--- src/rtl/bcd_disp_pkg.sv ---
// rtl/bcd_disp_pkg.sv - shared constants, scan state type and nibble check for the display scanner
package bcd_disp_pkg;

    localparam logic [3:0] BCD_MAX   = 4'd9;
    localparam logic       DIGIT_OFF = 1'b1;

    typedef enum logic {
        GUARD = 1'b0,
        SHOW  = 1'b1
    } scan_state_t;

    function automatic logic nibble_bad(input logic [3:0] nib);
        return nib > BCD_MAX;
    endfunction

endpackage

--- src/rtl/bcd_display_scanner_scan_timer.sv ---
// rtl/bcd_display_scanner_scan_timer.sv - slot counter and digit index for the display scan
module scan_timer #(
    parameter int NUM_DIGITS   = 4,
    parameter int REFRESH_DIV  = 50000,
    parameter int GUARD_CYCLES = 2,
    localparam int CW = $clog2(REFRESH_DIV),
    localparam int IW = $clog2(NUM_DIGITS)
) (
    input  logic          clk,
    input  logic          rst_n,
    output logic [IW-1:0] digit_idx,
    output logic [IW-1:0] next_idx,
    output logic          slot_wrap,
    output logic          frame_wrap,
    output logic          in_guard
);

    localparam logic [CW-1:0] CNT_LAST  = CW'(REFRESH_DIV - 1);
    localparam logic [CW-1:0] GUARD_LEN = CW'(GUARD_CYCLES);
    localparam logic [IW-1:0] IDX_LAST  = IW'(NUM_DIGITS - 1);

    logic [CW-1:0] slot_cnt;
    logic [CW-1:0] cnt_next;

    assign slot_wrap  = (slot_cnt == CNT_LAST);
    assign frame_wrap = slot_wrap && (digit_idx == IDX_LAST);
    assign cnt_next   = slot_wrap ? '0 : slot_cnt + CW'(1);
    assign next_idx   = !slot_wrap ? digit_idx :
                        (digit_idx == IDX_LAST) ? '0 : digit_idx + IW'(1);

    // Guard status of the cycle that follows this edge, so the caller can register outputs in step
    assign in_guard   = (cnt_next < GUARD_LEN);

    always_ff @(posedge clk or negedge rst_n) begin
        if (!rst_n) begin
            slot_cnt  <= '0;
            digit_idx <= '0;
        end else begin
            slot_cnt  <= cnt_next;
            digit_idx <= next_idx;
        end
    end

endmodule

--- src/rtl/bcd_display_scanner.sv ---
// rtl/bcd_display_scanner.sv - multiplexed 7-segment scan controller; LEADING_ZERO_BLANK_EN enables leading-zero blanking
module bcd_display_scanner
    import bcd_disp_pkg::*;
#(
    parameter int NUM_DIGITS   = 4,
    parameter int REFRESH_DIV  = 50000,
    parameter int GUARD_CYCLES = 2
) (
    input  logic                    clk,
    input  logic                    rst_n,
    input  logic                    load,
    input  logic [4*NUM_DIGITS-1:0] value_in,
    output logic [3:0]              digit_bcd,
    output logic [NUM_DIGITS-1:0]   digit_sel,
    output logic                    blank,
    output logic                    frame_done,
    output logic                    bad_digit
);

    localparam int IW = $clog2(NUM_DIGITS);
    localparam logic [NUM_DIGITS-1:0] ALL_OFF = {NUM_DIGITS{DIGIT_OFF}};

    logic [IW-1:0] digit_idx;
    logic [IW-1:0] next_idx;
    logic          slot_wrap;
    logic          frame_wrap;
    logic          in_guard;

    scan_timer #(
        .NUM_DIGITS   (NUM_DIGITS),
        .REFRESH_DIV  (REFRESH_DIV),
        .GUARD_CYCLES (GUARD_CYCLES)
    ) u_timer (
        .clk        (clk),
        .rst_n      (rst_n),
        .digit_idx  (digit_idx),
        .next_idx   (next_idx),
        .slot_wrap  (slot_wrap),
        .frame_wrap (frame_wrap),
        .in_guard   (in_guard)
    );

    logic [NUM_DIGITS-1:0][3:0] cur_val;
    logic [NUM_DIGITS-1:0][3:0] pend_val;
    logic [NUM_DIGITS-1:0][3:0] nxt_val;
    logic                       pend_valid;
    logic                       nxt_bad;

    // A load in the boundary cycle itself bypasses the pending register
    always_comb begin
        nxt_val = cur_val;
        if (frame_wrap) begin
            if (load)
                nxt_val = value_in;
            else if (pend_valid)
                nxt_val = pend_val;
        end
    end

    always_comb begin
        nxt_bad = 1'b0;
        for (int i = 0; i < NUM_DIGITS; i++)
            if (nibble_bad(nxt_val[i]))
                nxt_bad = 1'b1;
    end

    always_ff @(posedge clk or negedge rst_n) begin
        if (!rst_n) begin
            cur_val    <= '0;
            pend_val   <= '0;
            pend_valid <= 1'b0;
        end else begin
            if (load)
                pend_val <= value_in;
            if (frame_wrap) begin
                cur_val    <= nxt_val;
                pend_valid <= 1'b0;
            end else if (load) begin
                pend_valid <= 1'b1;
            end
        end
    end

    logic lz_hide;

`ifdef LEADING_ZERO_BLANK_EN
    logic [NUM_DIGITS-1:0] lz_mask;
    logic [NUM_DIGITS-1:0] nxt_lz;

    // Bit i set when digit i and every digit above it are zero; digit 0 always shows
    always_comb begin
        logic zero_above;
        zero_above = 1'b1;
        nxt_lz     = '0;
        for (int i = NUM_DIGITS - 1; i >= 1; i--) begin
            zero_above = zero_above && (nxt_val[i] == 4'd0);
            nxt_lz[i]  = zero_above;
        end
    end

    always_ff @(posedge clk or negedge rst_n) begin
        if (!rst_n)
            lz_mask <= '0;
        else if (frame_wrap)
            lz_mask <= nxt_lz;
    end

    assign lz_hide = lz_mask[digit_idx];
`else
    assign lz_hide = 1'b0;
`endif

    scan_state_t           state;
    scan_state_t           state_nxt;
    logic [NUM_DIGITS-1:0] sel_nxt;
    logic                  blank_nxt;
    logic [3:0]            bcd_nxt;
    logic                  hide;

    assign hide = nibble_bad(cur_val[digit_idx]) || lz_hide;

    always_comb begin
        state_nxt = state;
        sel_nxt   = digit_sel;
        blank_nxt = blank;
        bcd_nxt   = digit_bcd;
        case (state)
            GUARD: begin
                if (!in_guard) begin
                    state_nxt = SHOW;
                    sel_nxt   = ALL_OFF;
                    if (!hide) begin
                        sel_nxt[digit_idx] = ~DIGIT_OFF;
                        blank_nxt          = 1'b0;
                    end
                end
            end
            SHOW: begin
                if (slot_wrap) begin
                    state_nxt = GUARD;
                    sel_nxt   = ALL_OFF;
                    blank_nxt = 1'b1;
                    bcd_nxt   = nxt_val[next_idx];
                end
            end
        endcase
    end

    always_ff @(posedge clk or negedge rst_n) begin
        if (!rst_n) begin
            state      <= GUARD;
            digit_bcd  <= 4'd0;
            digit_sel  <= ALL_OFF;
            blank      <= 1'b1;
            frame_done <= 1'b0;
            bad_digit  <= 1'b0;
        end else begin
            state      <= state_nxt;
            digit_bcd  <= bcd_nxt;
            digit_sel  <= sel_nxt;
            blank      <= blank_nxt;
            frame_done <= frame_wrap;
            if (frame_wrap)
                bad_digit <= nxt_bad;
        end
    end

endmodule
--- config.mk ---
export PLATFORM = sky130hd
export DESIGN_NAME = bcd_display_scanner
export DESIGN_NICKNAME = d
export VERILOG_FILES = /design/src/rtl/bcd_disp_pkg.sv /design/src/rtl/bcd_display_scanner_scan_timer.sv /design/src/rtl/bcd_display_scanner.sv
export SDC_FILE = /design/constraint.sdc
export NUM_CORES = 1
export LEC_CHECK = 0
export BUFFER_PORTS_ARGS = -buffer_cell sky130_fd_sc_hd__buf_2
export CAP_MARGIN = 10
export CORE_ASPECT_RATIO = 1.2
export CORE_MARGIN = 4
export CORE_UTILIZATION = 60
export DETAILED_ROUTE_END_ITERATION = 10
export PLACE_DENSITY = 0.79
export SLEW_MARGIN = 20
export SYNTH_ARGS = -nofsm -noshare
export SYNTH_HDL_FRONTEND = slang
export SYNTH_SLANG_ARGS = --single-unit
--- constraint.sdc ---
create_clock -name clk -period 4.6 [get_ports clk]
set_input_delay 0.92 -clock clk [delete_from_list [all_inputs] [get_ports clk]]
set_output_delay 0.92 -clock clk [all_outputs]
set_load 0.03 [all_outputs]
# Yosys cells after proc, flatten, opt, wreduce, memory -nomap -nowiden
# Index checks and enable logic that the tools add are counted.
word_totals:
  in_bits: 19
  word_cells: 70
  output_inout_bits: 11
  regBits: 63
op_classes:
  n_lt_le_gt_ge: 9
  bitwise_logic: 2
  eq_ne: 5
  muxes: 29
  addsub: 2
  n_reduce_logical: 6
op_table:
  columns: ["op", "n"]
  rows:
  - ["16-bit two-way mux", 4]
  - ["4-bit > comparator (second input constant)", 5]
  - ["4-bit two-way mux", 5]
  - ["16-bit by 1-bit adder with 16-bit output (second input constant)", 1]
  - ["4-bit binary-select mux with 2-bit select", 2]
  - ["16-bit == test (second input constant)", 1]
  - ["16-bit by 2-bit < comparator with 1-bit output (second input constant)", 1]
  - ["1-bit two-way mux", 12]
  - ["4-bit case mux with 2 select lines", 1]
  - ["2-bit by 3-bit < comparator with 1-bit output (second input constant)", 2]
  - ["2-bit two-way mux", 2]
  - ["2-bit inequality test (second input constant)", 2]
  - ["4-bit NOT", 1]
  - ["1-bit case mux with 2 select lines", 2]
  - ["2-bit AND reduction", 2]
  - ["3-bit AND reduction", 1]
  - ["2-bit by 1-bit adder with 2-bit output (second input constant)", 1]
  - ["1-bit demux with 2-bit select", 1]
  - ["2-bit == test (second input constant)", 1]
  - ["2-bit by 1-bit >= comparator with 1-bit output (second input constant)", 1]
  - ["1-bit logical AND", 2]
  - ["2-bit by 1-bit inequality test with 1-bit output (second input constant)", 1]
  - ["2-bit nonzero test", 1]
  - ["1-bit NOT", 1]

# Longest topological paths before layout
# Gate-level depths: netlist of run 1.
depth:
  depth_word: 8
  ltp_mapped: 9
  mapped_depth_nobuf: 9

# Cells and area by module
# From an unflattened synthesis of run 1, not the netlist that was laid out.
unflattened:
  cells_unflattened: 261
  hier_area_um2: 3089.2
modules_own_cells:
  columns: ["mod", "cells_per_inst", "area_per_inst_um2", "seq_area_each_um2", "instances"]
  rows:
  - ["bcd_display_scanner", 169, 2115.8, 1132.3, 1]
  - ["scan_timer", 92, 973.4, 450.4, 1]

# Worst setup path before layout of run 1
# OpenSTA, ideal clock, no wires.
synth_path:
  kind: "input port to flip-flop"
  start: "input port load"
  end: "register bad_digit"
  required_time_ps: 4479
  setup_slack_ps: 1886
  setup_ps: 121
  path_stages: 8
  t_arrival_ps: 2593
  path_cell_list: "clkbuf_1 > buf_1 > mux2i_1 > a21oi_1 > nor4_2 > a21oi_1 > nor3_1 > nor2_1"
synth_via:
  elab_chain_len: 7
synth_rtl:
  columns: ["item", "line_no", "text"]
  rows:
  - ["start, declared", "bcd_display_scanner.sv:11", "input logic load,"]
  - ["16-bit two-way mux (*)", "bcd_display_scanner.sv:53", "if (load)"]
  - ["16-bit two-way mux (*)", "bcd_display_scanner.sv:52", "if (frame_wrap) begin"]
  - ["4-bit > comparator", "bcd_disp_pkg.sv:13", "return nib > BCD_MAX;"]
  - ["1-bit two-way mux (3 in series)", "bcd_display_scanner.sv:63", "if (nibble_bad(nxt_val[i]))"]
  - ["1-bit two-way mux (*)", "bcd_display_scanner.sv:63", null]
  - ["end signal, assigned", "bcd_display_scanner.sv:164", "bad_digit <= nxt_bad;"]
  - ["end, declared", "bcd_display_scanner.sv:17", "output logic bad_digit"]
# Every way passes the cells marked *; elsewhere a longest branch is shown, timed or not.
# A chain may end at the register's enable or synchronous reset.

# Worst setup path after layout of run 1
layout_path:
  start: "register u_timer.slot_cnt[0]"
  end: "register digit_sel[2]"
layout_via:
  elab_chain_len: 5
layout_rtl:
  columns: ["item", "line_no", "text"]
  rows:
  - ["start, declared", "bcd_display_scanner_scan_timer.sv:22", "logic [CW-1:0] slot_cnt;"]
  - ["start signal, assigned", "bcd_display_scanner_scan_timer.sv:39", "slot_cnt <= cnt_next;"]
  - ["16-bit by 1-bit adder with 16-bit output or 16-bit == test (tied branches)", "bcd_display_scanner_scan_timer.sv:27, bcd_display_scanner_scan_timer.sv:25", null]
  - ["16-bit two-way mux", "bcd_display_scanner_scan_timer.sv:27", "assign cnt_next = slot_wrap ? '0 : slot_cnt + CW'(1);"]
  - ["16-bit by 2-bit < comparator with 1-bit output", "bcd_display_scanner_scan_timer.sv:32", "assign in_guard = (cnt_next < GUARD_LEN);"]
  - ["2-bit inequality test (no source line)", null, null]
  - ["2-bit AND reduction (no source line) (*)", null, null]
  - ["end signal, assigned", "bcd_display_scanner.sv:160", "digit_sel <= sel_nxt;"]
  - ["end, declared", "bcd_display_scanner.sv:14", "output logic [NUM_DIGITS-1:0] digit_sel,"]
# Marks and branches as above.

==> results of run 1 <==
-- logic make-up after synthesis --
family / Yosys count / share of synthesized area, %
and+or+nand+nor: 90 / 16.32
buffers and inverters: 26 / 3.923
adders and majority gates: 5 / 2.109
muxes: 24 / 9.068
xor gates and xnor gates: 15 / 4.429
DFF: 63 / 53.35
AOI/OAI and AO/OA: 49 / 10.80
-- flip-flops by register name, indices dropped and copies added, names as in the netlist --
| signal | flops |
|---|---|
| cur_val | 16 |
| bad_digit | 1 |
| pend_valid | 1 |
| pend_val | 16 |
| u_timer.slot_cnt | 16 |
| state | 1 |
| frame_done | 1 |
| digit_bcd | 4 |
| u_timer.digit_idx | 2 |
| blank | 1 |
| digit_sel | 4 |
-- worst max-delay path, stage by stage (launching register included) --
cell and delay, ns:
dfrtp_1 0.40, ha_1 0.21, nand3_1 0.35, nor3_1 0.43
nand3_1 0.12, a2111o_1 0.41, nor4_1 0.38, nor4b_1 0.20
a2bb2oi_1 0.20
-- per-layer routing --
metal / share of wire, % / track usage [%]
met2: 49 / 33.31
met4: 3.2 / 11.79
met5: 0 / 0
met1: 43 / 26.18
met3: 4.3 / 6.043
-- Yosys cell counts, types with 2 or more instances --
master | instances | area, um2
a21oi_1 | 7 | 35.03
a22oi_1 | 7 | 52.55
a2bb2oi_1 | 4 | 35.03
a31oi_1 | 3 | 18.77
and3_1 | 4 | 25.02
and4_1 | 2 | 17.52
buf_1 | 2 | 7.510
buf_6 | 2 | 22.52
clkbuf_1 | 5 | 18.77
dfrtp_1 | 58 | 1451
dfstp_2 | 5 | 131.4
ha_1 | 5 | 62.56
inv_1 | 16 | 60.06
mux2_2 | 13 | 146.4
mux2i_1 | 10 | 100.1
nand2_1 | 18 | 67.56
nand3_1 | 10 | 50.05
nand4_1 | 6 | 37.54
nor2_1 | 28 | 105.1
nor2b_1 | 2 | 12.51
nor3_1 | 5 | 25.02
nor3b_1 | 2 | 15.01
nor4_1 | 2 | 12.51
nor4_2 | 2 | 25.02
o21a_1 | 2 | 15.01
o21ai_0 | 9 | 45.04
o21ai_1 | 8 | 40.04
or3_4 | 2 | 22.52
xnor2_1 | 8 | 70.07
xor2_1 | 7 | 61.31
-- power by group through the flow --
stage	Combinational [W]	Sequential [W]	Clock [W]
after detailed placement	0.0000506	0.000582	0
after CTS	0.0000511	0.000572	0.000433
after floorplan	0.0000259	0.000581	0
final	0.0000497	0.000572	0.000428
after global routing	0.0000580	0.000573	0.000465
after global placement	0.0000495	0.000581	0
-- placed cells by master, fill, tap and decap left out, types with 2 or more instances in the layout --
| cell | synthesis | final |
|---|---|---|
| nor3b_1 | 2 | 2 |
| dfrtp_1 | 58 | 58 |
| nand4_1 | 6 | 6 |
| nand2_1 | 18 | 18 |
| ha_1 | 5 | 5 |
| buf_4 | 1 | 2 |
| o21a_1 | 2 | 2 |
| nor4_2 | 2 | 2 |
| xnor2_1 | 8 | 8 |
| and3_1 | 4 | 4 |
| mux2_2 | 13 | 13 |
| and4_1 | 2 | 2 |
| clkbuf_8 | 0 | 11 |
| clkinv_2 | 0 | 2 |
| nor3_1 | 5 | 5 |
| buf_2 | 0 | 29 |
| o21ai_0 | 9 | 9 |
| dfstp_2 | 5 | 5 |
| a31oi_1 | 3 | 3 |
| clkbuf_1 | 5 | 2 |
| nand3_1 | 10 | 10 |
| nor4_1 | 2 | 2 |
| xor2_1 | 7 | 7 |
| nor2b_1 | 2 | 2 |
| inv_1 | 16 | 16 |
| or3_4 | 2 | 2 |
| nor2_1 | 28 | 28 |
| a2bb2oi_1 | 4 | 4 |
| a22oi_1 | 7 | 7 |
| a21oi_1 | 7 | 7 |
| o21ai_1 | 8 | 8 |
| mux2i_1 | 10 | 10 |
-- through the flow --
stage / worst slack [ns] / instance area (um2)
after global routing: 1.527 / 3319
final: 1.819 / 3319
after global placement: 1.773 / 3143
after floorplan: 1.886 / 2967
after detailed placement: 1.743 / 3143
after CTS: 1.789 / 3319
-- cell type report --
type / instances / area (um2)
Multi-Input combinational cell: 183 / 1267
Timing Repair Buffer: 31 / 160.2
Tap cell: 58 / 72.57
Sequential cell: 63 / 1583
Clock inverter: 3 / 17.52
Clock buffer: 13 / 158.9
Fill cell: 346 / 1376
Inverter: 16 / 60.06
-- worst max-delay path by stage --
stage | start | to | slack, ns
3_3_place_gp | load | digit_bcd[2] | 1.77
5_1_grt | u_timer.slot_cnt[1] | digit_sel[0] | 1.53
2_1_floorplan | load | bad_digit | 1.89
6_report | u_timer.slot_cnt[0] | digit_sel[2] | 1.82
4_1_cts | u_timer.slot_cnt[0] | digit_sel[2] | 1.79
3_5_place_dp | load | digit_bcd[2] | 1.74
==> flow_summary.ini, run 1 <==
[run_status]
outcome = finished clean

[floorplanning]
fp.dieH_um = 85.03
dieArea_mm2 = 0.006138
ioPinCount = 30
core_area_mm2 = 0.004696
row_count = 27
die_x_um = 72.19
start_util_pct = 63.18

[timing]
slew_violations = 0
finalSetupViolCount = 0
tightest_slew_ns = 0.7949
finalHoldViolCount = 0
rsz0062_at_grt = false
slew_headroom_pct = 46.26
period_share_pct = 60.46
min_period_ns = 2.781
fin_tns_setup_ns = 0
max_freq_mhz = 359.5
clock_skew_ns = 0.004522
whs_ns = 0.4972

[critical_path]
critPathArrivalTime_ns = 3.05
r2r-start = u_timer.slot_cnt[0]
reg2reg_depth = 8
critPathRequiredTime_ns = 4.87
start_kind = flip-flop
crit_path_max_fanout = 9
critPathKind = reg -> reg
rrSetupSlack_ns = 1.82
end_kind = flip-flop
reg2reg_to = digit_sel[2]

[placed_design]
placed_cells = 351
portBuffers = 29
gp_congestion = 0.7767
dp_hpwl_mm = 4.141

[global_route]
grt_max_degree = 34
grt_pass1_vias = 2105
overflow = 0
antenna_found_initial = 0
grtUsageTotal_pct = 21.26
grt_pass1_wl_mm = 9.922

[drt]
wl_per_cell_um = 15.50
via_per_inst = 5.793
final_antenna_net_count = 0
wirelength_mm = 5.689
vias = 2126
first_pass_iters = 4
initialDrtViolationCount = 128
drc = 0

[final_layout]
fin_cells = 367
drive_gt1_share_pct = 23.30
fin_util_pct = 70.69
n_antenna_cell = 0
layout.nets = 328
syn_to_final_growth_pct = 11.89

[power_and_ir_drop]
p_comb_share_pct = 4.7
fin_total_pwr_w = 0.001050
p_sw_share_pct = 22.80
power.switching_w = 0.0002393
p_per_area_mw_per_mm2 = 316.2
ir_drop_mv = 0.2286
power_frac_seq_pct = 54.5
leakage_nw = 1.508
p_int_w = 0.0008103
clockPowerShare_pct = 40.8

[hold_path]
whs_endpoint = blank
hp-start = blank
hp-class = reg -> reg
whs_path_depth = 2

[synth]
synth.avg_cell_area_um2 = 10.91
synth_edf_count = 0
ys_seq_area_share_pct = 53.35
synth_area_mm2 = 0.002967
syn_inst = 272
syn_nets = 296
yosysUniqueCellTypes = 48
async_reset_ff_share_pct = 100.0
ys_seq_elements = 63
synth_ff_type = dfrtp_1
ys.warnings.count = 0

[cts]
hold_buffers = 0
cts_resized = 0
cts_tree = yes
clk_latency_ns = 0.34
cts.sinks = 63
clock_path_buffers = 2
path_clk_slew_ns = 0.06
cts_htree_levels = 3
cts_buffers = 9
post-cts-setup-buffers = 0
clockRootBuffer = clkbuf_8

[run]
max-cap-violations = 0
No activity file was read; power rests on OpenSTA's default activity.
==> run 2: changes to the inputs <==
--- a/config.mk
+++ b/config.mk
@@ -5,13 +5,14 @@
 export SDC_FILE = /design/constraint.sdc
 export NUM_CORES = 1
 export LEC_CHECK = 0
+export ABC_AREA = 1
 export BUFFER_PORTS_ARGS = -buffer_cell sky130_fd_sc_hd__buf_2
 export CAP_MARGIN = 10
 export CORE_ASPECT_RATIO = 1.2
 export CORE_MARGIN = 4
-export CORE_UTILIZATION = 60
+export CORE_UTILIZATION = 59
 export DETAILED_ROUTE_END_ITERATION = 10
-export PLACE_DENSITY = 0.79
+export PLACE_DENSITY = 0.77
 export SLEW_MARGIN = 20
 export SYNTH_ARGS = -nofsm -noshare
 export SYNTH_HDL_FRONTEND = slang
==> constraint.sdc (replaced) <==
create_clock -name clk -period 2.75 [get_ports clk]
set_input_delay 0.55 -clock clk [delete_from_list [all_inputs] [get_ports clk]]
set_output_delay 0.55 -clock clk [all_outputs]
set_load 0.03 [all_outputs]
==> run 2 against run 1 <==
Net effect:
- via count is 34% higher
- die area is 14% higher
- first-iteration DRC count is 22% higher
- core utilization is 1.2 points lower
- global-route usage is 0.68 points higher
- worst hold slack worse by 0.49 ns
- largest power group unchanged
==> flow_summary.ini, run 2 <==
[power_and_ir_drop]
power.switching_w = 0.0004371
p_sw_share_pct = 23.52
clockPowerShare_pct = 43.3
fin_total_pwr_w = 0.001859
p_per_area_mw_per_mm2 = 495.0
ir_drop_mv = 0.6156
p_comb_share_pct = 4.9
leakage_nw = 2.124
power_frac_seq_pct = 51.7
p_int_w = 0.001422

[global_route]
grt_pass1_vias = 2806
grtUsageTotal_pct = 21.94
grt_pass1_wl_mm = 12.33
overflow = 0
grt_max_degree = 37
antenna_found_initial = 0

[critical_path]
r2r-start = u_timer.slot_cnt[0]
reg2reg_to = digit_bcd[1]
end_kind = flip-flop
critPathArrivalTime_ns = 2.37
start_kind = flip-flop
startpoint = u_timer.slot_cnt[0]
rrSetupSlack_ns = 0.63
critPathRequiredTime_ns = 2.99
critPathKind = reg -> reg
crit_path_max_fanout = 19
reg2reg_depth = 11
crit_path_end = digit_bcd[1]

[floorplanning]
core_area_mm2 = 0.005406
ioPinCount = 30
fp.dieH_um = 90.65
die_x_um = 76.87
dieArea_mm2 = 0.006968
start_util_pct = 62.12
row_count = 29

[placed_design]
portBuffers = 29
dp_hpwl_mm = 5.252
gp_congestion = 0.9112

[drt]
wl_per_cell_um = 12.43
wirelength_mm = 6.925
drc = 0
vias = 2843
first_pass_iters = 4
final_antenna_net_count = 0
initialDrtViolationCount = 156
via_per_inst = 5.104

[final_layout]
syn_to_final_growth_pct = 11.81
layout_commonest_cell = nand2_1
layout.nets = 514
top_regs = cur_val: 16 flops, pend_val: 16 flops, u_timer.slot_cnt: 16 flops
layout_common_cells = 175 x nand2_1, 66 x inv_1, 58 x dfrtp_1
drive_gt1_share_pct = 14.14
n_antenna_cell = 0

[synth]
synth_area_mm2 = 0.003358
yosysUniqueCellTypes = 33
async_reset_ff_share_pct = 100.0
synth_common_cells = 175 x nand2_1, 66 x inv_1, 58 x dfrtp_1, 39 x nor2_1
syn_inst = 455
synthTopCellsByArea = dfrtp_1 43%, nand2_1 20%, inv_1 7.4%, nor2_1 4.4%, nand3_1 4.2%
synth_edf_count = 0
synth.avg_cell_area_um2 = 7.381
ys_seq_area_share_pct = 47.13
synth_area_leader_cell = dfrtp_1
yosysMostFrequentCell = nand2_1
syn_nets = 479
ys.warnings.count = 0
synth_ff_type = dfrtp_1
yosysTopAreaCellShare_pct = 43.22
ys_seq_elements = 63

[cts]
cts.sinks = 63
cts_htree_levels = 3
cts_buffers = 9
clock_path_buffers = 2
path_clk_slew_ns = 0.07
hold_buffers = 0
post-cts-setup-buffers = 0
cts_resized = 0
cts_tree = yes
clk_latency_ns = 0.35
clockRootBuffer = clkbuf_8

[timing]
slew_headroom_pct = 69.37
fin_tns_setup_ns = 0
slew_violations = 0
finalHoldViolCount = 0
tightest_slew_ns = 0.4594
finalSetupViolCount = 0
rsz0062_at_grt = false
max_freq_mhz = 471.2
min_period_ns = 2.122
clock_skew_ns = 0.009106
period_share_pct = 77.18

[hold_path]
hp-class = in -> async

[run]
max-cap-violations = 0

[run_status]
outcome = finished clean
run 2: changes by cell type in the layout (fill, tap and decap cells not counted), moves of 7 or more:
cell | before | now
o21ai_0 | 9 | 28
a22oi_1 | 7 | 0
mux2_2 | 13 | 1
mux2i_1 | 10 | 0
nand3_1 | 10 | 28
xnor2_1 | 8 | 0
inv_1 | 16 | 66
nand2_1 | 18 | 175
nor2_1 | 28 | 39
run 2: cells by family after synthesis:
kind of cell | Yosys count | share of synthesized area, %
AND/OR/NAND/NOR | 261 | 33.08
buffers and inverters | 76 | 9.054
multiplexers | 1 | 0.3353
flip-flops | 63 | 47.13
XOR/XNOR | 1 | 0.2609
AO/OA/AOI/OAI | 48 | 8.271
adder cells (fa/ha/maj) | 5 | 1.863
run 2: area by class of cell:
type / count / area (um2)
Clock inverter: 6 / 60.06
Timing Repair Buffer: 32 / 167.7
Tap cell: 62 / 77.57
Sequential cell: 63 / 1583
Multi-Input combinational cell: 316 / 1471
Inverter: 68 / 257.7
Fill cell: 453 / 1652
Clock buffer: 10 / 137.6
run 2: per-stage QoR:
| stage | cells | hold WS, ns | area [um2] | setup WS [ns] | util [%] |
|---|---|---|---|---|---|
| CTS | 557 | 0.002570 | 3755 | 0.6083 | 69.45 |
| detailed placement | 541 | 0.3778 | 3557 | 0.5909 | 65.80 |
| global placement | 541 | 0.3780 | 3557 | 0.6685 | 65.80 |
| global route | 557 | 0.004912 | 3755 | 0.4160 | 69.45 |
| finish | 557 | 0.007501 | 3755 | 0.6276 | 69.45 |
| floorplan | 455 | 0.2544 | 3358 | 0.9673 | - |
run 2: power by group through the flow:
stage          combinational (W)  sequential (W)  clock, W
3_3_place_gp           0.0000904        0.000978         0
2_1_floorplan          0.0000489        0.000976         0
3_5_place_dp           0.0000934        0.000979         0
6_report               0.0000913        0.000962  0.000806
5_1_grt                 0.000108        0.000963  0.000860
4_1_cts                0.0000940        0.000962  0.000816
run 2: critical path, cell delays in order, from the launching register on:
cell	delay, ns
dfrtp_1	0.39
ha_1	0.22
nand3_2	0.14
nor2_4	0.17
nand2_4	0.15
nor2_8	0.27
o21ai_0	0.21
or2_0	0.24
nand3_1	0.07
nand2_1	0.06
nand2_1	0.06
nand2_1	0.04
run 2: how the worst min path moves through the flow:
stage | endpoint | slack, ns | depth (start not counted)
4_1_cts | u_timer.slot_cnt[12] | 0.003 | 1
2_1_floorplan | bad_digit | 0.25 | 0
6_report | u_timer.slot_cnt[12] | 0.008 | 1
3_5_place_dp | u_timer.slot_cnt[12] | 0.38 | 1
3_3_place_gp | u_timer.slot_cnt[12] | 0.38 | 1
5_1_grt | u_timer.slot_cnt[12] | 0.005 | 1
run 2: per-layer routing:
layer	wire [um]	share of wire, %	track usage, %
met5	0	0	0
met4	129	1.9	8.157
met3	187	2.7	4.192
met2	3625	52	38.95
met1	2982	43	26.05
==> run 3: changes to the inputs <==
--- a/config.mk
+++ b/config.mk
@@ -10,9 +10,9 @@
 export CAP_MARGIN = 10
 export CORE_ASPECT_RATIO = 1.2
 export CORE_MARGIN = 4
-export CORE_UTILIZATION = 59
+export CORE_UTILIZATION = 54
 export DETAILED_ROUTE_END_ITERATION = 10
-export PLACE_DENSITY = 0.77
+export PLACE_DENSITY = 0.74
 export SLEW_MARGIN = 20
 export SYNTH_ARGS = -nofsm -noshare
 export SYNTH_HDL_FRONTEND = slang
==> constraint.sdc (replaced) <==
create_clock -name clk -period 1.77 [get_ports clk]
set_input_delay 0.354 -clock clk [delete_from_list [all_inputs] [get_ports clk]]
set_output_delay 0.354 -clock clk [all_outputs]
set_load 0.03 [all_outputs]
==> run 3 against run 2 <==
Net effect:
- the run now ends with negative setup slack left
- setup slack worse by 0.75 ns
- non-clock buffer count grew 45
- die area is 8.4% higher
- sequential power rose by 56%
- final cell count grew 12%
- critical path depth unchanged
==> flow_summary.ini, run 3 (synthesis results as in run 2) <==
[drt]
wirelength_mm = 7.801
via_per_inst = 4.917
vias = 3063
drc = 0
final_antenna_net_count = 0
first_pass_iters = 5
initialDrtViolationCount = 158
wl_per_cell_um = 12.52

[cts]
hold_buffers = 0
cts_htree_levels = 3
cts_tree = yes
cts.sinks = 63
clockRootBuffer = clkbuf_8
path_clk_slew_ns = 0.07
clock_path_buffers = 2
cts_buffers = 9
clk_latency_ns = 0.34

[placed_design]
dp_hpwl_mm = 5.516
portBuffers = 29
post_dp_cell_area_mm2 = 0.003933
placed_cells = 603
gp_congestion = 0.9292

[run]
max-cap-violations = 0

[critical_path]
critPathArrivalTime_ns = 2.16
crit_path_max_fanout = 8
critPathKind = reg -> reg
end_kind = flip-flop
reg2reg_to = digit_sel[3]
rrSetupSlack_ns = -0.12
start_kind = flip-flop
cp_slowest_cell = dfrtp_1
r2r-start = u_timer.slot_cnt[0]
reg2reg_depth = 11
path_cells = buf_4 -> nand3_1 -> nor2_1 -> nand2_1 -> nand3_1 -> nand2_1 -> nor2_2 -> nand4_4 -> nand2_4 -> nand2_1 -> o21ai_1
path_common_cell = nand2_1
slowest_delay_ns = 0.40
critPathRequiredTime_ns = 2.04

[timing]
rsz0062_at_grt = true
min_period_ns = 1.890
finalSetupViolCount = 11
clock_skew_ns = 0.009695
max_freq_mhz = 529.2
fin_tns_setup_ns = -0.7671
timing.final.ws_setup_ns = -0.1196
period_share_pct = 106.8
tightest_slew_ns = 0.5037
finalHoldViolCount = 0
slew_violations = 0
slew_headroom_pct = 66.42

[power_and_ir_drop]
leakage_nw = 2.354
fin_total_pwr_w = 0.002802
p_per_area_mw_per_mm2 = 661.6
ir_drop_mv = 0.4753

[global_route]
antenna_found_initial = 0
overflow = 0
grtUsageTotal_pct = 21.93
grt_pass1_wl_mm = 12.96
grt_max_degree = 64
grt_pass1_vias = 2979

[floorplanning]
core_area_mm2 = 0.006051
dieArea_mm2 = 0.007550
ioPinCount = 30
die_x_um = 79.99
row_count = 31
fp.dieH_um = 94.39
start_util_pct = 55.50

[hold_path]
hp-class = in -> async

[final_layout]
layout_commonest_cell = nand2_1
layout.nets = 560
fin_util_pct = 70.00
n_antenna_cell = 0
syn_to_final_growth_pct = 26.12
drive_gt1_share_pct = 24.77
top_regs = cur_val: 16 flops, pend_val: 16 flops, u_timer.slot_cnt: 16 flops
layout_common_cells = 171 x nand2_1, 64 x inv_1, 57 x dfrtp_1
fin_cells = 623
fin_area_mm2 = 0.004235

[run_status]
violations = negative setup slack
outcome = finished with violations
## run 3: cell count changes in the layout (fill, tap and decap cells not counted), moves of 3 or more
| cell | change |
|---|---|
| o21ai_0 | -4 |
| nor2_1 | -6 |
| nand2_2 | +3 |
| buf_4 | +41 |
| o21ai_2 | +4 |
| nor2_2 | +5 |
| nand2_1 | -4 |
## run 3: metal layers
layer	vias up	part of all wire [%]	track usage [%]
li1	1566	-	-
met1	1389	41	25.87
met2	85	51	37.02
met3	23	4.6	4.771
met4	0	3.4	11.83
met5	-	0	0
## run 3: final cells by class
cell class	instances	area [um2]
multi-input combinational	317	1567
clock inverter	3	17.52
tap	82	102.6
timing repair buffer	77	538.0
clock buffer	13	168.9
fill	522	1815
sequential	63	1584
inverter	68	257.7
## run 3: stage by stage
stage | hold slack (ns) | setup WS (ns)
2_1_floorplan | 0.05841 | 0.01030
4_1_cts | 0.02631 | -0.09129
6_report | 0.01978 | -0.1196
3_3_place_gp | 0.3882 | -0.1914
3_5_place_dp | 0.3904 | -0.1752
5_1_grt | 0.04115 | -0.2487
## run 3: what timing repair did
| item | 4_1_cts | 5_1_grt |
|---|---|---|
| pin swaps | 2 | 5 |
| setup endpoints to repair | 11 | 13 |
| gates resized for setup | 14 | 14 |
| cloned | 1 | 0 |
| buffers inserted | 3 | 0 |
## run 3: worst max path at each step
stage,endpoint,cells past startpoint,slack [ns],startpoint
3_3_place_gp,bad_digit,10,-0.19,u_timer.slot_cnt[7]
6_report,digit_sel[3],11,-0.12,u_timer.slot_cnt[0]
3_5_place_dp,bad_digit,10,-0.18,u_timer.slot_cnt[1]
5_1_grt,digit_bcd[1],12,-0.25,u_timer.slot_cnt[1]
4_1_cts,digit_bcd[1],12,-0.09,u_timer.slot_cnt[1]
2_1_floorplan,digit_bcd[1],11,0.01,u_timer.slot_cnt[0]
## run 3: report_power, final
| part | switching [W] | total [W] | internal, W |
|---|---|---|---|
| clock network | 0.000539 | 0.00116 | 0.000619 |
| registers | 0.0000170 | 0.00150 | 0.00148 |
| logic | 0.0000916 | 0.000149 | 0.0000574 |
## run 3: worst max-delay path: cells and delay by family (launching register included)
kind | cells | cell delay [ns]
compound gates | 1 | 0.08
buf+inv | 1 | 0.15
flops | 1 | 0.40
simple gates | 9 | 1.18
